--- src/rtl/hamming_dec_engine_pkg.sv ---
// Shared types and defaults for the SECDED decode engine.
// Latency: n/a (declarations only).
// Backpressure: n/a.
package hamming_dec_engine_pkg;

    typedef enum logic [2:0] {
        IDLE,
        RD_LO,
        RD_HI,
        WR_LO,
        WR_HI,
        FIN
    } state_t;

    typedef enum logic [1:0] {
        FLAG_NONE   = 2'b00,
        FLAG_SINGLE = 2'b01,
        FLAG_DOUBLE = 2'b10
    } flag_t;

    localparam int DEF_MSG_COUNT = 15;
    localparam int DEF_SRC_BASE  = 30;
    localparam int DEF_DST_BASE  = 0;

endpackage

--- src/rtl/hamming_dec_engine_secded_dec.sv ---
// Combinational SECDED(16,11) decoder: corrects single errors, flags doubles.
// Latency: 0 cycles.
// Backpressure: none, purely combinational.
module secded_dec
    import hamming_dec_engine_pkg::*;
(
    input  logic [15:0] cw,
    output logic [10:0] data,
    output flag_t       flags
);

    // Hamming positions that carry data bits d1..d11, in order.
    localparam int DPOS [11] = '{3, 5, 6, 7, 9, 10, 11, 12, 13, 14, 15};

    logic [3:0] syn;
    logic       par;
    logic       fix;

    always_comb begin
        syn = '0;
        for (int k = 1; k < 16; k++) begin
            if (cw[k]) begin
                syn = syn ^ 4'(k);
            end
        end
        par = ^cw;

        flags = FLAG_NONE;
        if (par) begin
            flags = FLAG_SINGLE;
        end else if (syn != 4'd0) begin
            flags = FLAG_DOUBLE;
        end

        // A zero syndrome with odd parity means only p0 flipped: nothing to repair.
        fix  = par && (syn != 4'd0);
        data = '0;
        for (int j = 0; j < 11; j++) begin
            data[j] = cw[DPOS[j]] ^ (fix && (syn == 4'(DPOS[j])));
        end
    end

endmodule

--- src/rtl/hamming_dec_engine.sv ---
// Memory-to-memory SECDED decode engine: reads MSG_COUNT codewords, writes decoded words.
// Latency: 4 cycles per word; done rises 4*MSG_COUNT+1 cycles after start.
// Backpressure: none; memory is assumed zero-wait, start is ignored while busy.
module hamming_dec_engine
    import hamming_dec_engine_pkg::*;
#(
    parameter int MSG_COUNT = DEF_MSG_COUNT,
    parameter int SRC_BASE  = DEF_SRC_BASE,
    parameter int DST_BASE  = DEF_DST_BASE
) (
    input  logic       clk,
    input  logic       reset,
    input  logic       start,
    output logic       done,
    output logic [7:0] mem_addr,
    input  logic [7:0] mem_rd_data,
    output logic       mem_wr_en,
    output logic [7:0] mem_wr_data,
    output logic [3:0] single_cnt,
    output logic [3:0] double_cnt
);

    state_t      state;
    state_t      nstate;
    logic [7:0]  idx;
    logic [7:0]  lo_q;
    logic [7:0]  hi_q;
    logic [7:0]  src_addr;
    logic [7:0]  dst_addr;
    logic        last;
    logic [10:0] dec_data;
    flag_t       dec_flags;
    logic [7:0]  out_lo;
    logic [7:0]  out_hi;

    secded_dec u_dec (
        .cw    ({hi_q, lo_q}),
        .data  (dec_data),
        .flags (dec_flags)
    );

    assign src_addr = 8'(SRC_BASE) + {idx[6:0], 1'b0};
    assign dst_addr = 8'(DST_BASE) + {idx[6:0], 1'b0};
    assign last     = (idx == 8'(MSG_COUNT - 1));
    assign out_lo   = dec_data[7:0];
    assign out_hi   = {dec_flags, 3'b000, dec_data[10:8]};

    always_ff @(posedge clk) begin
        if (reset) begin
            state <= IDLE;
        end else begin
            state <= nstate;
        end
    end

    always_comb begin
        nstate      = state;
        mem_addr    = '0;
        mem_wr_en   = 1'b0;
        mem_wr_data = '0;
        done        = 1'b0;
        case (state)
            IDLE: begin
                if (start) nstate = RD_LO;
            end
            RD_LO: begin
                mem_addr = src_addr;
                nstate   = RD_HI;
            end
            RD_HI: begin
                mem_addr = src_addr + 8'd1;
                nstate   = WR_LO;
            end
            // Writes are squashed during reset so an aborted run never lands a byte.
            WR_LO: begin
                mem_addr    = dst_addr;
                mem_wr_en   = !reset;
                mem_wr_data = out_lo;
                nstate      = WR_HI;
            end
            WR_HI: begin
                mem_addr    = dst_addr + 8'd1;
                mem_wr_en   = !reset;
                mem_wr_data = out_hi;
                nstate      = last ? FIN : RD_LO;
            end
            FIN: begin
                done = 1'b1;
                if (start) nstate = RD_LO;
            end
            default: nstate = IDLE;
        endcase
    end

    always_ff @(posedge clk) begin
        if (reset) begin
            idx        <= '0;
            lo_q       <= '0;
            hi_q       <= '0;
            single_cnt <= '0;
            double_cnt <= '0;
        end else begin
            case (state)
                IDLE, FIN: begin
                    if (start) begin
                        idx        <= '0;
                        single_cnt <= '0;
                        double_cnt <= '0;
                    end
                end
                RD_LO: lo_q <= mem_rd_data;
                RD_HI: hi_q <= mem_rd_data;
                WR_LO: begin
                    if (dec_flags == FLAG_SINGLE && single_cnt != 4'hF) begin
                        single_cnt <= single_cnt + 4'd1;
                    end
                    if (dec_flags == FLAG_DOUBLE && double_cnt != 4'hF) begin
                        double_cnt <= double_cnt + 4'd1;
                    end
                end
                WR_HI: begin
                    if (!last) idx <= idx + 8'd1;
                end
                default: ;
            endcase
        end
    end

endmodule

--- config.mk ---
export PLATFORM = sky130hd
export DESIGN_NAME = hamming_dec_engine
export DESIGN_NICKNAME = d
export VERILOG_FILES = /design/src/rtl/hamming_dec_engine_pkg.sv /design/src/rtl/hamming_dec_engine_secded_dec.sv /design/src/rtl/hamming_dec_engine.sv
export SDC_FILE = /design/constraint.sdc
export NUM_CORES = 1
export LEC_CHECK = 0
export ABC_CLOCK_PERIOD_IN_PS = 3400
export CAP_MARGIN = 20
export CORE_MARGIN = 8
export CORE_UTILIZATION = 35
export DETAILED_ROUTE_END_ITERATION = 10
export PLACE_DENSITY = 0.51
export SLEW_MARGIN = 20
export SYNTH_ARGS = -nofsm -noshare
export SYNTH_HDL_FRONTEND = slang
export SYNTH_HIERARCHICAL = 1
export SYNTH_SLANG_ARGS = --single-unit
--- constraint.sdc ---
create_clock -name clk -period 3.4 [get_ports clk]
set_input_delay 0.68 -clock clk [delete_from_list [all_inputs] [get_ports clk]]
set_output_delay 0.68 -clock clk [all_outputs]
set_load 0.1 [all_outputs]
; ---- Word-level counts from Yosys, hierarchy flattened
; Index checks and enable logic that the tools add are counted.
[word_totals]
reg_bits = 35
output_inout_bits = 26
[classes]
muxes = 32
n_addsub = 6
n_bitwise = 25
eq_ne = 25
reduce_logical = 25
[op_table]
columns = operator, n
row1 = 4-bit two-way mux, 11
row2 = 8-bit case mux with 2 select lines, 2
row3 = 8-bit case mux with 4 select lines, 1
row4 = 4-bit == test (second input constant), 7
row5 = 8-bit by 1-bit adder with 8-bit output (second input constant), 3
row6 = 3-bit two-way mux, 6
row7 = 8-bit two-way mux, 2
row8 = 4-bit case mux with 2 select lines, 2
row9 = 16-bit parity, 1
row10 = 3-bit case mux with 5 select lines, 1
row11 = 1-bit logical AND, 14
row12 = 4-bit by 3-bit == test with 1-bit output (second input constant), 3
row13 = 2-bit NOT, 6
row14 = 3-bit NOT, 4
row15 = 1-bit bitwise XOR, 11
row16 = 3-bit AND reduction, 3
row17 = 4-bit by 1-bit adder with 4-bit output (second input constant), 2
row18 = 5-bit by 8-bit adder with 8-bit output (first input constant), 1
row19 = 8-bit by 4-bit == test with 1-bit output (second input constant), 1
row20 = 2-bit two-way mux, 4
row21 = 4-bit != test (second input constant), 2
row22 = 3-bit by 2-bit == test with 1-bit output (second input constant), 2
row23 = 3-bit == test (second input constant), 2
row24 = 2-bit != test (second input constant), 3
row25 = 13 further kinds, 19

; ---- Depth between registers and ports, before layout
[depth]
word_depth = 33
ltp_mapped = 10

; ---- Cells and area by module
; Netlist, hierarchy kept.
[modules_own_cells]
columns = module, n_inst, seq_area_each_um2, area_each_um2, cells_each
row1 = hamming_dec_engine, 1, 700.7, 2109.5, 243
row2 = secded_dec, 1, 0.0, 523.0, 69

; ---- Least setup slack after synthesis
; OpenSTA, ideal clock, no wires.
[synth_timing]
path_type = flip-flop to output port
from = reg idx[0]
to = out mem_addr[7]
slack_ns = -0.885
arrival_time_ns = 3.605
required_ns = 2.720
stages_incl_launch_ff = 7
cell_sequence = dfxtp_1 > inv_1 > ha_1 > nor3b_1 > o21ai_0 > and3_1 > o31ai_1
[synth_between]
elab_chain_cells = 3
[synth_rtl]
columns = element, line
row1 = "start, declared", hamming_dec_engine.sv:25  ; logic [7:0] idx;
row2 = "start signal, assigned", hamming_dec_engine.sv:122  ; if (!last) idx <= idx + 8'd1;
row3 = 5-bit by 8-bit adder with 8-bit output, hamming_dec_engine.sv:42  ; assign src_addr = 8'(SRC_BASE) + {idx[6:0], 1'b0};
row4 = 8-bit by 1-bit adder with 8-bit output, hamming_dec_engine.sv:71  ; mem_addr = src_addr + 8'd1;
row5 = 8-bit case mux with 4 select lines (*), hamming_dec_engine.sv:62  ; case (state)
row6 = "end, declared", hamming_dec_engine.sv:15  ; output logic [7:0] mem_addr,
; Every way passes the cells marked *; elsewhere a longest branch is shown, timed or not.

; ---- Worst setup path in the final report
[layout_timing]
from = reg hi_q[5]
to = out mem_wr_data[7]
[layout_between]
elab_chain_cells = 10
[layout_rtl]
columns = element, line
row1 = "start, declared", hamming_dec_engine.sv:27  ; logic [7:0] hi_q;
row2 = "start signal, assigned", hamming_dec_engine.sv:112  ; RD_HI: hi_q <= mem_rd_data;
row3 = 4-bit two-way mux, hamming_dec_engine_secded_dec.sv:22  ; if (cw[k]) begin
row4 = 3-bit NOT (no source line), n/a
row5 = 4-bit two-way mux, hamming_dec_engine_secded_dec.sv:22
row6 = 4-bit NOT (no source line), n/a
row7 = 4-bit two-way mux, hamming_dec_engine_secded_dec.sv:22
row8 = 4-bit nonzero test, hamming_dec_engine_secded_dec.sv:36  ; fix = par && (syn != 4'd0);
row9 = 1-bit logical AND, hamming_dec_engine_secded_dec.sv:36
row10 = 1-bit logical AND (*), hamming_dec_engine_secded_dec.sv:39  ; data[j] = cw[DPOS[j]] ^ (fix && (syn == 4'(DPOS[j])));
row11 = 1-bit bitwise XOR (*), hamming_dec_engine_secded_dec.sv:39
row12 = via dec_data[7], hamming_dec_engine.sv:31  ; logic [10:0] dec_data;
row13 = 8-bit case mux with 2 select lines (*), hamming_dec_engine.sv:62
row14 = "end, declared", hamming_dec_engine.sv:18  ; output logic [7:0] mem_wr_data,
; The timed path passes the listed nets; every way through them passes the cells marked *.

==> qor.json <==
{
  "report.final.hold_viol_count": {"value": 0},
  "io_buffers": {"value": 36},
  "finalSetupViolations": {"value": 0},
  "routed-via-count": {"value": 2349},
  "outcome": {"value": "completed"},
  "nFillCells": {"value": 719},
  "layout.cells.non_filler": {"value": 446},
  "crit_path_top_delay_cell": {"value": "sky130_fd_sc_hd__o22ai_1"},
  "grt_pass1_wl": {"value": 11.7, "unit": "mm"},
  "netlist.top_cell.by_area": {"value": "sky130_fd_sc_hd__dfxtp_1"},
  "startpoint_type": {"value": "flip-flop"},
  "synth_flop_cell": {"value": "sky130_fd_sc_hd__dfxtp_1"},
  "cts.root.buffer_cell": {"value": "sky130_fd_sc_hd__clkbuf_8"},
  "ys_types": {"value": 56},
  "io_pins": {"value": 37},
  "yosys_register_bits": {"value": 35},
  "fin_worst_skew": {"value": 11.6, "unit": "ps"},
  "cts_max_level": {"value": 2},
  "static-leakage-power": {"value": 1.21, "unit": "nW"},
  "timing.critical_path.depth": {"value": 8},
  "avgSynthCellArea": {"value": 8.44, "unit": "µm²"},
  "timing.critical_path.max_delay_family": {"value": "XOR/XNOR gates"},
  "synth-edff-count": {"value": 0},
  "drt-pass1-iter-count": {"value": 4},
  "pins_over_their_slew_limit": {"value": 0},
  "number_of_antenna_violations_at_the_first_check_in_global_routing": {"value": 0},
  "synth.net_count": {"value": 328},
  "final_nets": {"value": 362},
  "dieArea": {"value": 10600, "unit": "µm²"},
  "powerDensity": {"value": 467, "unit": "nW/µm²"},
  "tritoncts": {"value": "yes"},
  "drt_wl_total": {"value": 6.82, "unit": "mm"},
  "drive_gt1_frac": {"value": 0.190},
  "numPlacedInstances": {"value": 436},
  "setup.reg_to_reg.worst_slack": {"value": 610, "unit": "ps"},
  "worst_pin_slew": {"value": 719, "unit": "ps"},
  "grt_pass1_vias": {"value": 2378},
  "numClockSinks": {"value": 35},
  "netlist.area_leader.share": {"value": 0.266},
  "core_area": {"value": 7250, "unit": "µm²"},
  "worst_ep_required_time": {"value": 2720, "unit": "ps"},
  "synth_most_common_cell": {"value": "sky130_fd_sc_hd__dfxtp_1"},
  "clock_path_buffers": {"value": 2},
  "chipWidth": {"value": 103, "unit": "µm"},
  "crit_type": {"value": "flip-flop to output port"},
  "achievable-frequency": {"value": 0.310, "unit": "GHz"},
  "layout.area.seq": {"value": 701, "unit": "µm²"},
  "hpwlAfterDp": {"value": 5.06, "unit": "mm"},
  "hold_class": {"value": "flip-flop to flip-flop"},
  "timing.critical_path.to_type": {"value": "output port"},
  "unrepaired_setup_endpoints_after_global_routing": {"value": "no"},
  "clk_transition_reported_paths": {"value": 70, "unit": "ps"},
  "fp-row-count": {"value": 31},
  "synth_cells": {"value": 312},
  "vias_per_cell": {"value": 5.27},
  "grt_overflow_total": {"value": 0},
  "route.antenna.remaining_nets": {"value": 0},
  "vdd_ir_drop_max": {"value": 0.207, "unit": "mV"},
  "syn_area": {"value": 2630, "unit": "µm²"},
  "synth.yosys.warnings": {"value": 6},
  "insertedDiodeCount": {"value": 0},
  "synth.top_cells.by_count": {"value": "35 x sky130_fd_sc_hd__dfxtp_1, 32 x sky130_fd_sc_hd__xnor2_1, 28 x sky130_fd_sc_hd__nor2_1"},
  "worstSkewPairLatency": {"value": 290, "unit": "ps"},
  "ff_to_ff_end": {"value": "single_cnt[1]"},
  "number_of_maximum_capacitance_violations": {"value": 0},
  "critPathMaxFanout": {"value": 7},
  "synthTopCellsByArea": {"value": "sky130_fd_sc_hd__dfxtp_1 27%, sky130_fd_sc_hd__xnor2_1 11%, sky130_fd_sc_hd__mux2i_1 6.5%"},
  "grt_start_max_net_pins": {"value": 33},
  "gp_congestion": {"value": 0.878},
  "maxSlewHeadroom": {"value": 0.519},
  "async_reset_ff_frac": {"value": 0},
  "r2r_start": {"value": "lo_q[5]"},
  "drt-initial-drc-count": {"value": 104},
  "cp_cell_sequence": {"value": "xor2_2 > xnor2_2 > nand2_1 > o22ai_1 > and3b_1 > xor2_1 > a22o_1 > buf_12"},
  "cts-buffers-inserted": {"value": 5},
  "grt.total_usage": {"value": 0.139},
  "routed_wire_length_per_instance": {"value": 15.3, "unit": "µm"},
  "critPathMaxStageDelay": {"value": 370, "unit": "ps"},
  "flow.area_growth_from_synthesis": {"value": 26.1, "unit": "%"},
  "die_h": {"value": 103, "unit": "µm"},
  "multi_input_area": {"value": 1760, "unit": "µm²"},
  "setup_tns": {"value": 0, "unit": "ps"},
  "ys_seq_area_frac": {"value": 0.266},
  "timing.final.crit_period": {"value": 3230, "unit": "ps"},
  "fin_crit_sh": {"value": 0.950},
  "critPathBufInv": {"value": 1},
  "drc": {"value": 0},
  "holdWs": {"value": 489, "unit": "ps"},
  "worst_setup_endpoint": {"value": "mem_wr_data[7]"},
  "worst_setup_path_startpoint": {"value": "hi_q[5]"},
  "initial_utilization": {"value": 0.363},
  "reg2reg_depth": {"value": 10},
  "endpoint_arrival_time_on_the_critical_path": {"value": 2550, "unit": "ps"}
}
## sequential cells by signal, indices dropped and copies added (netlist names)
| name | cells |
|---|---|
| idx | 8 |
| lo_q | 8 |
| hi_q | 8 |
| state | 3 |
| single_cnt | 4 |
| double_cnt | 4 |
## cell families (layout without fill, tap and decap cells)
kind of cell               Yosys count  after routing  synth area share
DFF                                 35             35             0.266
muxes                               17             17            0.0646
adders and majority gates            8              8            0.0352
xor gates and xnor gates            42             42             0.148
AOI/OAI and AO/OA                   74             74             0.197
buffers and inverters               29             64            0.0765
and+or+nand+nor                    107            107             0.212
## metrics by stage
| stage | area [µm²] | worst slack [ps] | total power [mW] | utilization |
|---|---|---|---|---|
| 2_1_floorplan | 2640 | -26.0 | 1.01 | - |
| 3_3_place_gp | 3190 | 38.4 | 1.15 | 0.440 |
| 3_5_place_dp | 3190 | -39.0 | 1.16 | 0.440 |
| 4_1_cts | 3310 | 149 | 1.56 | 0.457 |
| 5_1_grt | 3320 | 0.557 | 1.64 | 0.458 |
| 6_report | 3320 | 170 | 1.55 | 0.458 |
## layout by cell type, fill, tap and decap left out, types with 3 or more instances in the layout
cell                              Yosys  routed
sky130_fd_sc_hd__nor3_1               5       5
sky130_fd_sc_hd__buf_12               0      17
sky130_fd_sc_hd__and2_1               4       4
sky130_fd_sc_hd__nand2_1             22      22
sky130_fd_sc_hd__clkbuf_8             2       7
sky130_fd_sc_hd__nand3_1             17      17
sky130_fd_sc_hd__o21ai_0             13       9
sky130_fd_sc_hd__clkdlybuf4s50_1      0      10
sky130_fd_sc_hd__nor2_1              28      28
sky130_fd_sc_hd__mux2i_1             17      17
sky130_fd_sc_hd__o31ai_1              4       3
sky130_fd_sc_hd__and3_1               3       3
sky130_fd_sc_hd__a41oi_1              3       3
sky130_fd_sc_hd__ha_1                 5       5
sky130_fd_sc_hd__xor2_2               2       3
sky130_fd_sc_hd__dfxtp_1             35      35
sky130_fd_sc_hd__or4_1                4       4
sky130_fd_sc_hd__o21ai_1              0       4
sky130_fd_sc_hd__nor3b_1              5       3
sky130_fd_sc_hd__inv_1                6       6
sky130_fd_sc_hd__maj3_1               3       3
sky130_fd_sc_hd__a211oi_1             3       3
sky130_fd_sc_hd__buf_4                3      23
sky130_fd_sc_hd__a21oi_1             14      14
sky130_fd_sc_hd__a22o_1               5       5
sky130_fd_sc_hd__o22ai_1              7       7
sky130_fd_sc_hd__xor2_1               7       6
sky130_fd_sc_hd__nor2b_1              5       5
sky130_fd_sc_hd__a31oi_1              6       6
sky130_fd_sc_hd__a311oi_1             7       7
sky130_fd_sc_hd__xnor2_1             32      31
## per-layer routing
layer | part of all wire | global-route usage | up-vias
li1 | - | - | 1189
met1 | 0.46 | 0.171 | 1118
met2 | 0.50 | 0.244 | 35
met3 | 0.034 | 0.0277 | 7
met4 | 0.0089 | 0.0305 | 0
met5 | 0 | 0 | -
## power by group
part	switching [mW]	internal [mW]
clock network	0.153	0.185
logic	0.455	0.299
registers	0.0295	0.428
## what timing repair did
item	4_1_cts	5_1_grt
cloned	0	0
resized for setup	1	1
hold buffers	0	0
endpoints found under the setup margin	8	1
buffers inserted	2	0
pin swaps	1	0
endpoints found under the hold margin	0	0
## worst min path at each step
stage / start / endpoint / slack (ps) / depth (start not counted)
finish: idx[7] / idx[7] / 490 / 1
global route: idx[7] / idx[7] / 510 / 1
CTS: idx[7] / idx[7] / 490 / 1
detailed placement: idx[7] / idx[7] / 480 / 1
global placement: idx[7] / idx[7] / 470 / 1
floorplan: idx[7] / idx[7] / 450 / 1
## layout make-up
type	count	area share
Sequential cell	35	0.211
Inverter	6	0.00678
Timing Repair Buffer	50	0.185
Clock buffer	8	0.0301
Multi-Input combinational cell	248	0.530
Tap cell	99	0.0373
No activity file was read; power rests on OpenSTA's default activity.
